`src/rtl/rr_arb2_stage_pkg.sv`:
```
// Shared channel and output-stage state encodings for the two-channel arbiter
// and the mux-stage logic downstream of it.
package rr_arb2_stage_pkg;

  typedef enum logic {
    CH_A = 1'b0,
    CH_B = 1'b1
  } ch_e;

  typedef enum logic {
    ST_EMPTY = 1'b0,
    ST_FULL  = 1'b1
  } state_e;

  function automatic ch_e other_ch(input ch_e c);
    return (c == CH_A) ? CH_B : CH_A;
  endfunction

endpackage

```
`src/rtl/rr_arb2_stage_grant.sv`:
```
// Combinational two-way grant with round-robin priority register and, when
// ARB_PKT_LOCK_EN is defined, a packet lock that pins the grant until last.
module arb2_grant
  import rr_arb2_stage_pkg::*;
#(
  parameter bit FIRST_PRIO = 1'b0
) (
  input  logic clk,
  input  logic rst,
  input  logic a_valid,
  input  logic b_valid,
  input  logic accept,
`ifdef ARB_PKT_LOCK_EN
  input  logic accept_last,
`endif
  output ch_e  grant
);

  ch_e prio;
`ifdef ARB_PKT_LOCK_EN
  logic lock;
  ch_e  lock_ch;
`endif

  always_comb begin
    if (a_valid && !b_valid)      grant = CH_A;
    else if (b_valid && !a_valid) grant = CH_B;
    else                          grant = prio;
`ifdef ARB_PKT_LOCK_EN
    // A locked packet owns the output even while its channel idles.
    if (lock) grant = lock_ch;
`endif
  end

  always_ff @(posedge clk) begin
    if (rst) begin
      prio <= ch_e'(FIRST_PRIO);
`ifdef ARB_PKT_LOCK_EN
      lock    <= 1'b0;
      lock_ch <= CH_A;
`endif
    end else if (accept) begin
`ifdef ARB_PKT_LOCK_EN
      lock    <= !accept_last;
      lock_ch <= grant;
      if (accept_last) prio <= other_ch(grant);
`else
      prio <= other_ch(grant);
`endif
    end
  end

endmodule

```
`src/rtl/rr_arb2_stage.sv`:
```
// Two-channel round-robin stream arbiter with a one-entry registered output
// stage driving out_sel for the downstream 2:1 mux. Option: ARB_PKT_LOCK_EN.
module rr_arb2_stage
  import rr_arb2_stage_pkg::*;
#(
  parameter int unsigned DATA_W     = 8,
  parameter bit          FIRST_PRIO = 1'b0
) (
  input  logic              clk,
  input  logic              rst,
  input  logic              a_valid,
  output logic              a_ready,
  input  logic [DATA_W-1:0] a_data,
  input  logic              a_last,
  input  logic              b_valid,
  output logic              b_ready,
  input  logic [DATA_W-1:0] b_data,
  input  logic              b_last,
  output logic              out_valid,
  input  logic              out_ready,
  output logic [DATA_W-1:0] out_data,
  output logic              out_sel,
  output logic              out_last
);

  state_e state, state_nxt;
  ch_e    grant;
  logic   load_en;
  logic   a_acc, b_acc, accept;

  assign out_valid = (state == ST_FULL);
  assign load_en   = !out_valid || out_ready;
  assign a_ready   = load_en && (grant == CH_A) && !rst;
  assign b_ready   = load_en && (grant == CH_B) && !rst;
  assign a_acc     = a_valid && a_ready;
  assign b_acc     = b_valid && b_ready;
  assign accept    = a_acc || b_acc;

  arb2_grant #(
    .FIRST_PRIO (FIRST_PRIO)
  ) u_grant (
    .clk         (clk),
    .rst         (rst),
    .a_valid     (a_valid),
    .b_valid     (b_valid),
    .accept      (accept),
`ifdef ARB_PKT_LOCK_EN
    .accept_last (a_acc ? a_last : b_last),
`endif
    .grant       (grant)
  );

  always_ff @(posedge clk) begin
    if (rst) state <= ST_EMPTY;
    else     state <= state_nxt;
  end

  always_comb begin
    state_nxt = state;
    case (state)
      ST_EMPTY: if (accept) state_nxt = ST_FULL;
      ST_FULL:  if (out_ready && !accept) state_nxt = ST_EMPTY;
      default:  state_nxt = ST_EMPTY;
    endcase
  end

  // Payload holds its last value when empty; only out_valid qualifies it.
  always_ff @(posedge clk) begin
    if (rst) begin
      out_data <= '0;
      out_sel  <= CH_A;
      out_last <= 1'b0;
    end else if (accept) begin
      out_data <= a_acc ? a_data : b_data;
      out_last <= a_acc ? a_last : b_last;
      out_sel  <= grant;
    end
  end

endmodule
```
`config.mk`:
```
export PLATFORM = sky130hd
export DESIGN_NAME = rr_arb2_stage
export DESIGN_NICKNAME = d
export VERILOG_FILES = /design/src/rtl/rr_arb2_stage_pkg.sv /design/src/rtl/rr_arb2_stage_grant.sv /design/src/rtl/rr_arb2_stage.sv
export SDC_FILE = /design/constraint.sdc
export NUM_CORES = 1
export LEC_CHECK = 0
export ABC_CLOCK_PERIOD_IN_PS = 2360
export CAP_MARGIN = 20
export CORE_MARGIN = 2
export CORE_UTILIZATION = 38
export CTS_CLUSTER_SIZE = 12
export DETAILED_ROUTE_END_ITERATION = 10
export HOLD_SLACK_MARGIN = 0.08
export MAX_ROUTING_LAYER = met4
export PLACE_DENSITY = 0.85
export SYNTH_ARGS = -nofsm -noshare
export SYNTH_HDL_FRONTEND = slang
export SYNTH_SLANG_ARGS = --single-unit
```
`constraint.sdc`:
```
create_clock -name clk -period 2.36 [get_ports clk]
set_clock_uncertainty 0.1 [all_clocks]
set_input_delay 0.472 -clock clk [delete_from_list [all_inputs] [get_ports clk]]
set_output_delay 0.472 -clock clk [all_outputs]
set_load 0.02 [all_outputs]
```
Yosys cells after proc, flatten, opt, wreduce, memory -nomap -nowiden
Cells that the tools add are included.
W data, S select, Z words.
{"block": "word_totals", "reg_bits": 12, "latchBits": 0, "mem_bits_rw": 0, "mem_bits_ro": 0, "input_bits": 23, "out_inout_bits": 13, "word_cells": 31, "n_memories": 0}
{"block": "classes", "addsub": 0, "n_mul": 0, "div": 0, "order_cmp": 0, "eq_ne": 0, "n_shift": 0, "muxes": 8, "bitwise": 2, "reduce_logical": 16}
{"operator": "$logic_and A1 B1 Y1", "n": 9}
{"operator": "$mux W8", "n": 1}
{"operator": "$mux W1", "n": 6}
{"operator": "$logic_not A1 Y1", "n": 5}
{"operator": "$logic_or A1 B1 Y1", "n": 2}
{"operator": "$not A1 Y1", "n": 2}
{"operator": "$pmux W1 S2", "n": 1}

Logic depth before layout (Yosys ltp)
Gate-level depths: netlist of run 1.
{"block": "depth", "depth_word": 13, "mapped_depth": 4, "mapped_depth_nobuf": 3}

Cells and area by module
From an unflattened synthesis of run 1, not the netlist that was laid out.
{"block": "unflattened", "hier_cells": 70, "hier_area_um2": 591.8}
{"module": "rr_arb2_stage", "instances": 1, "cells_each": 63, "area_each_um2": 531.8, "seq_area_each_um2": 220.2}
{"module": "arb2_grant", "instances": 1, "cells_each": 7, "area_each_um2": 60.1, "seq_area_each_um2": 20.0}

Least setup slack after synthesis of run 1
No wires, ideal clock.
{"block": "synth_timing", "path_kind": "input to output", "from": "in a_valid", "to": "out a_ready", "arrival_time_ns": 1.345, "t_required_ns": 1.788, "setup_slack_ns": 0.443, "stages": 3, "path_buffers": 0, "cell_sequence": "inv_1 maj3_1 nor3_1"}
{"block": "synth_between", "elab_chain_len": 7, "elab_cells_between_ends": 8, "classes_between": "mux: 2; bitwise: 1; reduce/logical: 5"}
{"item": "start, declared", "line_no": "rr_arb2_stage.sv:11", "text": "input logic a_valid,"}
{"item": "$logic_not A1 Y1", "line_no": "rr_arb2_stage_grant.sv:27", "text": "else if (b_valid && !a_valid) grant = CH_B;"}
{"item": "$logic_and A1 B1 Y1", "line_no": "rr_arb2_stage_grant.sv:27"}
{"item": "$mux W1", "line_no": "rr_arb2_stage_grant.sv:27"}
{"item": "$mux W1 *", "line_no": "rr_arb2_stage_grant.sv:26", "text": "if (a_valid && !b_valid) grant = CH_A;"}
{"item": "$not A1 Y1 *"}
{"item": "$logic_and A1 B1 Y1 * (2 in series)", "line_no": "rr_arb2_stage.sv:33", "text": "assign a_ready = load_en && (grant == CH_A) && !rst;"}
{"item": "end, declared", "line_no": "rr_arb2_stage.sv:12", "text": "output logic a_ready,"}
Mark *: on every way between the ends. The rest lies on a longest branch, timed or not.

Worst setup path in the final report of run 1
{"block": "layout_timing", "from": "in a_valid", "to": "out b_ready"}
{"block": "layout_between", "elab_chain_len": 6, "elab_cells_between_ends": 7, "classes_between": "mux: 2; reduce/logical: 5"}
{"item": "$logic_not A1 Y1", "line_no": "rr_arb2_stage_grant.sv:27"}
{"item": "$logic_and A1 B1 Y1", "line_no": "rr_arb2_stage_grant.sv:27"}
{"item": "$mux W1", "line_no": "rr_arb2_stage_grant.sv:27"}
{"item": "$mux W1 *", "line_no": "rr_arb2_stage_grant.sv:26"}
{"item": "$logic_and A1 B1 Y1 * (2 in series)", "line_no": "rr_arb2_stage.sv:34", "text": "assign b_ready = load_en && (grant == CH_B) && !rst;"}
{"item": "end, declared", "line_no": "rr_arb2_stage.sv:16", "text": "output logic b_ready,"}
Marks and branches as above.

==> results of run 1 <==
-- path summary, 6_finish.rpt --
kind / startpoint / endpoint / slack (ps)
setup / recovery: a_valid / b_ready / 100
setup reg to reg: out_valid / out_last / 700
hold / removal: out_sel / out_sel / 370
hold reg to reg: out_sel / out_sel / 370
-- worst max-delay path, cell delays in order --
cell,delay (ps)
clkdlybuf4s50_1,470
inv_1,60
maj3_2,340
and3_1,190
buf_2,160
-- state kept, by name (all words and copies together), names as in the netlist --
register      count
out_data          8
out_last          1
out_sel           1
out_valid         1
u_grant.prio      1
-- stage by stage --
stage / util, % / power, mW / std cells
6_report: 68.77 / 0.5262 / 128
5_1_grt: 68.77 / 0.5440 / 128
4_1_cts: 68.36 / 0.5237 / 128
3_5_place_dp: 67.52 / 0.3996 / 125
3_3_place_gp: 67.52 / 0.3953 / 125
2_1_floorplan: - / 0.3041 / 72
-- routing by layer --
layer	global-route usage, %	routed length [um]	up-vias	part of all wire, %
met5	-	0	-	0
met4	9.091	36	0	1.8
met1	23.59	837	352	41
met2	41.18	1026	36	51
met3	2.917	122	5	6.0
li1	-	-	356	-
-- logic make-up after synthesis --
kind of cell / Yosys count / share of synthesized area [%]
compound gates: 33 / 38.07
simple gates: 14 / 10.91
fa+ha+maj: 1 / 1.646
mux: 2 / 3.292
flops: 12 / 39.51
buf+inv: 10 / 6.585
-- layout by cell type (no fill, tap or decap) --
| master | n |
|---|---|
| o31ai_1 | 8 |
| inv_1 | 3 |
| clkbuf_4 | 3 |
| clkdlybuf4s50_1 | 33 |
| buf_4 | 9 |
| o21a_1 | 1 |
| mux2i_1 | 2 |
| a21bo_2 | 1 |
| nor4_1 | 1 |
| and3_1 | 1 |
| nand2b_1 | 1 |
| nor3_2 | 1 |
| o2111ai_1 | 1 |
| a21oi_1 | 2 |
| o211ai_1 | 9 |
| a21boi_1 | 1 |
| buf_2 | 2 |
| dfxtp_1 | 12 |
| nor2b_1 | 1 |
| maj3_2 | 1 |
| or3_1 | 1 |
| nor2_1 | 8 |
| a31oi_1 | 8 |
| o21ai_0 | 2 |
-- power by group through the flow --
| stage | clock (mW) | sequential [mW] | combinational (mW) |
|---|---|---|---|
| after detailed placement | 0 | 0.233 | 0.167 |
| final | 0.131 | 0.228 | 0.167 |
| after global placement | 0 | 0.232 | 0.163 |
| after global routing | 0.136 | 0.230 | 0.178 |
| after floorplan | 0 | 0.251 | 0.0536 |
| after CTS | 0.130 | 0.228 | 0.165 |
-- timing repair --
item	4_1_cts	5_1_grt
gates cloned	0	0
pin swaps	0	0
hold endpoints to repair	0	0
hold buffers	0	0
endpoints found under the setup margin	2	2
gates resized for setup	9	2
-- cells in the mapped netlist --
library cell | instances | area share [%]
a31oi_1 | 8 | 8.2
a21oi_1 | 2 | 1.6
o21ai_0 | 2 | 1.6
maj3_1 | 1 | 1.6
o31ai_1 | 8 | 9.9
clkbuf_1 | 5 | 3.1
nor4_1 | 1 | 1.0
nor2b_1 | 1 | 1.0
inv_1 | 3 | 1.9
o2111ai_1 | 1 | 1.4
nor2_1 | 8 | 4.9
mux2i_1 | 2 | 3.3
buf_2 | 2 | 1.6
a21bo_2 | 1 | 1.6
a21boi_1 | 1 | 1.2
or3_1 | 1 | 1.0
o211ai_1 | 9 | 11
nor3_1 | 1 | 0.82
nand2b_1 | 1 | 1.0
dfxtp_1 | 12 | 40
and3_1 | 1 | 1.0
o21a_1 | 1 | 1.2
-- cell type report --
class / count / area (sq um)
clock buffers: 3 / 22.52
fillers: 131 / 470.5
inverters: 3 / 11.26
flip-flops and latches: 12 / 240.2
well taps: 16 / 20.02
repair buffers: 44 / 407.9
multi-input cells: 50 / 334.1
==> run metrics, run 1 <==
TritonCTS Buffers=3; RSZ-0062 raised after global routing=no; First-pass DRT Iterations=4; clock root buffer=clkbuf_4; Core Region=1506 sq um; Internal Power=~0.37 mW; syn_nets=95; final wirelength=~2 mm; Longest Clk Path Bufs=2; Skew-Pair Late Insertion Delay=270 ps; Slew HR=78.48%; Final Hold Viols=0; clock power share=about a quarter; Logic pwr share=31.7%; H-Tree Level Count=1; Layout area overhead=70.37%; first-pass GRT wire length=3.111 mm; die area=1936 sq um; largest net degree at the start of global routing=20; fin nets=~140; Die Y=44 um; Mapped Area=608.1 sq um; Syn Area/Cell=8.446 sq um; initial antenna violation count=0; switching fraction of total power=30.17%; Final Max Tran Viols=0; via/cell ratio=~5.9; setup_tns=0 ps; crit path capture type=output port; Post-Synthesis Cells=72; max_cap viols=0; Initial DRC Count=8; initial core utilization=40.37%; status=completed; Worst Path Required=about 1800 ps; Die X=roughly 44 um; worst endpoint data arrival time=~1700 ps; share of cells above drive strength 1=between 15 and 20%; Placement Rows=14; Unique masters post-synth=22; DR vias=approximately 750; Hold Worst Slack=368.8 ps; buffers added on ports=35; vias in the first global route=just over 700; Post-CTS Setup Bufs=0; Worst-path clk slew=70 ps; worst min path class=reg -> reg; GRT Resource Usage Total=about 22%; n_diodes=0; finished layout cell area=1036 sq um; critical path launch point type=input port; final setup margin=101.2 ps; Hold Path Stages=2; power density cells=508.0 nW/um^2; IR drop worst, VDD=between 0.2 and 0.3 mV; CTS tree=done; Overflow after GRT=0; minimum clock period=2259 ps; Net Sw Power=0.1588 mW; reg2reg path depth=4; DRC=0; Warnings, synthesis=0; Place WS=-406.4 ps; Final GP Congestion=0.8086; num ports=36; Reg power frac=43.4%; Yosys reg bits=12; f_max=roughly 0.44 GHz; hpwl dp=1.503 mm; post-route ant nets=0; Avg WL per Cell=15.80 um; placed inst area=1017 sq um; Seq/Total Area, Yosys=about two fifths; kind of critical path=in -> out; CP max FO=2; Lkg Pwr=roughly 0.40 nW; period utilization=95.71%; clock sinks=12; worst-margin pin slew=322.7 ps; Final setup viols=0
(Power assumes the default switching activity.)
==> inputs of run 2 (changes only) <==
--- a/config.mk
+++ b/config.mk
@@ -5,15 +5,16 @@
 export SDC_FILE = /design/constraint.sdc
 export NUM_CORES = 1
 export LEC_CHECK = 0
-export ABC_CLOCK_PERIOD_IN_PS = 2360
+export ABC_CLOCK_PERIOD_IN_PS = 2700
 export CAP_MARGIN = 20
 export CORE_MARGIN = 2
-export CORE_UTILIZATION = 38
+export CORE_UTILIZATION = 31
 export CTS_CLUSTER_SIZE = 12
 export DETAILED_ROUTE_END_ITERATION = 10
 export HOLD_SLACK_MARGIN = 0.08
 export MAX_ROUTING_LAYER = met4
-export PLACE_DENSITY = 0.85
+export PLACE_DENSITY = 0.72
+export REMOVE_ABC_BUFFERS = 1
 export SYNTH_ARGS = -nofsm -noshare
 export SYNTH_HDL_FRONTEND = slang
 export SYNTH_SLANG_ARGS = --single-unit
==> constraint.sdc (replaced) <==
create_clock -name clk -period 2.7 [get_ports clk]
set_clock_uncertainty 0.1 [all_clocks]
set_input_delay 0.54 -clock clk [delete_from_list [all_inputs] [get_ports clk]]
set_output_delay 0.54 -clock clk [all_outputs]
set_load 0.02 [all_outputs]
==> run metrics, run 2 (same netlist as run 1, synthesis figures left out) <==
n_diodes=0; Avg WL per Cell=12.64 um; Layout area overhead=73.87%; Worst Path Required=2060 ps; Final GP Congestion=slightly above 0.8; minimum clock period=2569 ps; Hold Worst Slack=377.2 ps; CP peak stage delay=470 ps; RSZ-0062 raised after global routing=no; Final Util=55.59%; fin nets=roughly 140; Worst-path clk slew=80 ps; GRT Resource Usage Total=16.13%; DR vias=714; worst-margin pin slew=535.5 ps; Final setup viols=0; Most flops, register=out_data; DRC=0; Final Hold Viols=0; Finished Layout Cells=139; First-pass DRT Iterations=4; via/cell ratio=5.137; Lkg Pwr=between 0.4 and 0.5 nW; f_max=0.3892 GHz; Final Max Tran Viols=0; share of cells above drive strength 1=11.61%; most frequent cells in the layout=clkdlybuf4s50_1 (33), dfxtp_1 (12), o211ai_1 (9); Longest Clk Path Bufs=2; status=completed; power density cells=~460 nW/um^2; final wirelength=1.757 mm; Die Y=48.29 um; num ports=36; worst min path class=reg -> reg; die area=around 2300 sq um; busiest grt layer=met2; Critical Path Slowest Stage Cell=clkdlybuf4s50_1; max reg flops=8; initial core utilization=31.97%; worst path cell trace=clkdlybuf4s50_1 > inv_1 > maj3_1 > and3_1 > dlygate4sd2_1; Overflow after GRT=0; TritonCTS Buffers=3; crit path capture type=output port; leading cell type in the layout, fill and taps excluded=clkdlybuf4s50_1; buffers added on ports=35; H-Tree Level Count=1; Core Region=1902 sq um; placed inst area=1023 sq um; met3 Use GR=2.593%; Fillers=approximately 170; worst endpoint data arrival time=~1900 ps; Slew HR=64.22%; Skew-Pair Late Insertion Delay=270 ps; clock root buffer=clkbuf_4; largest net degree at the start of global routing=20; kind of critical path=in -> out; grt met2 use=25.00%; post-route ant nets=0; max_cap viols=0; Die X=48.29 um; clock sinks=12; IR drop worst, VDD=0.1596 mV; Placement Rows=16; dpl cells=135; first-pass GRT wire length=between 2 and 3 mm; met1 Track Usage GR=19.42%; vias in the first global route=594; period utilization=between 90% and 100%; CTS tree=done; finished layout cell area=1057 sq um; critical path launch point type=input port; CP max FO=2; initial antenna violation count=0; Initial DRC Count=12; hpwl dp=1.284 mm; crit-path leading delay family=buffers and inverters; worst path buffer plus inverter count=3
-- run 2: layout make-up --
| type | count | area (sq um) | share of cell area, % |
|---|---|---|---|
| clock buffers | 4 | 36.28 | 3.432 |
| inverters | 3 | 11.26 | 1.065 |
| multi-input cells | 50 | 327.8 | 31.01 |
| flip-flops and latches | 12 | 240.2 | 22.72 |
| well taps | 27 | 33.78 | 3.195 |
| repair buffers | 43 | 407.9 | 38.58 |
-- run 2: tightest hold or removal path: cells and delay by family (launching register included) --
family	cells	cell delay, ps
flops	1	320
compound gates	2	120
-- run 2: what timing repair did --
action,CTS,global route
setup buffers,0,0
setup endpoints to repair,2,0
hold buffers,0,0
resized for setup,2,0
-- run 2: power breakdown --
group / switching, mW / internal, mW
Sequential: 0.00805 / 0.191
Clock: 0.0613 / 0.0819
Combinational: 0.0637 / 0.0768
Total: 0.133 / 0.350
-- run 2: worst paths after layout --
| kind | depth (start not counted) | end | start | slack, ps |
|---|---|---|---|---|
| setup / recovery | 5 | b_ready | a_valid | 130 |
| hold / removal | 2 | out_sel | out_sel | 380 |
| setup reg to reg | 4 | out_data[1] | out_valid | 1080 |
| hold reg to reg | 2 | out_sel | out_sel | 380 |
-- run 2: metal layers --
layer / share of wire (%) / routed length, um / vias up
met5: 0 / 0 / -
met3: 8.1 / 142 / 2
li1: - / - / 356
met2: 45 / 782 / 29
met1: 46 / 816 / 327
met4: 0.91 / 16 / 0
-- run 2: through the flow --
step / power (mW) / setup WS, ps / setup TNS (ps)
floorplan: 0.2620 / 647.3 / 0
global placement: 0.3442 / -136.1 / -226.2
detailed placement: 0.3454 / -142.1 / -240.0
CTS: 0.4881 / 120.6 / 0
global route: 0.5100 / 45.98 / 0
finish: 0.4830 / 130.7 / 0
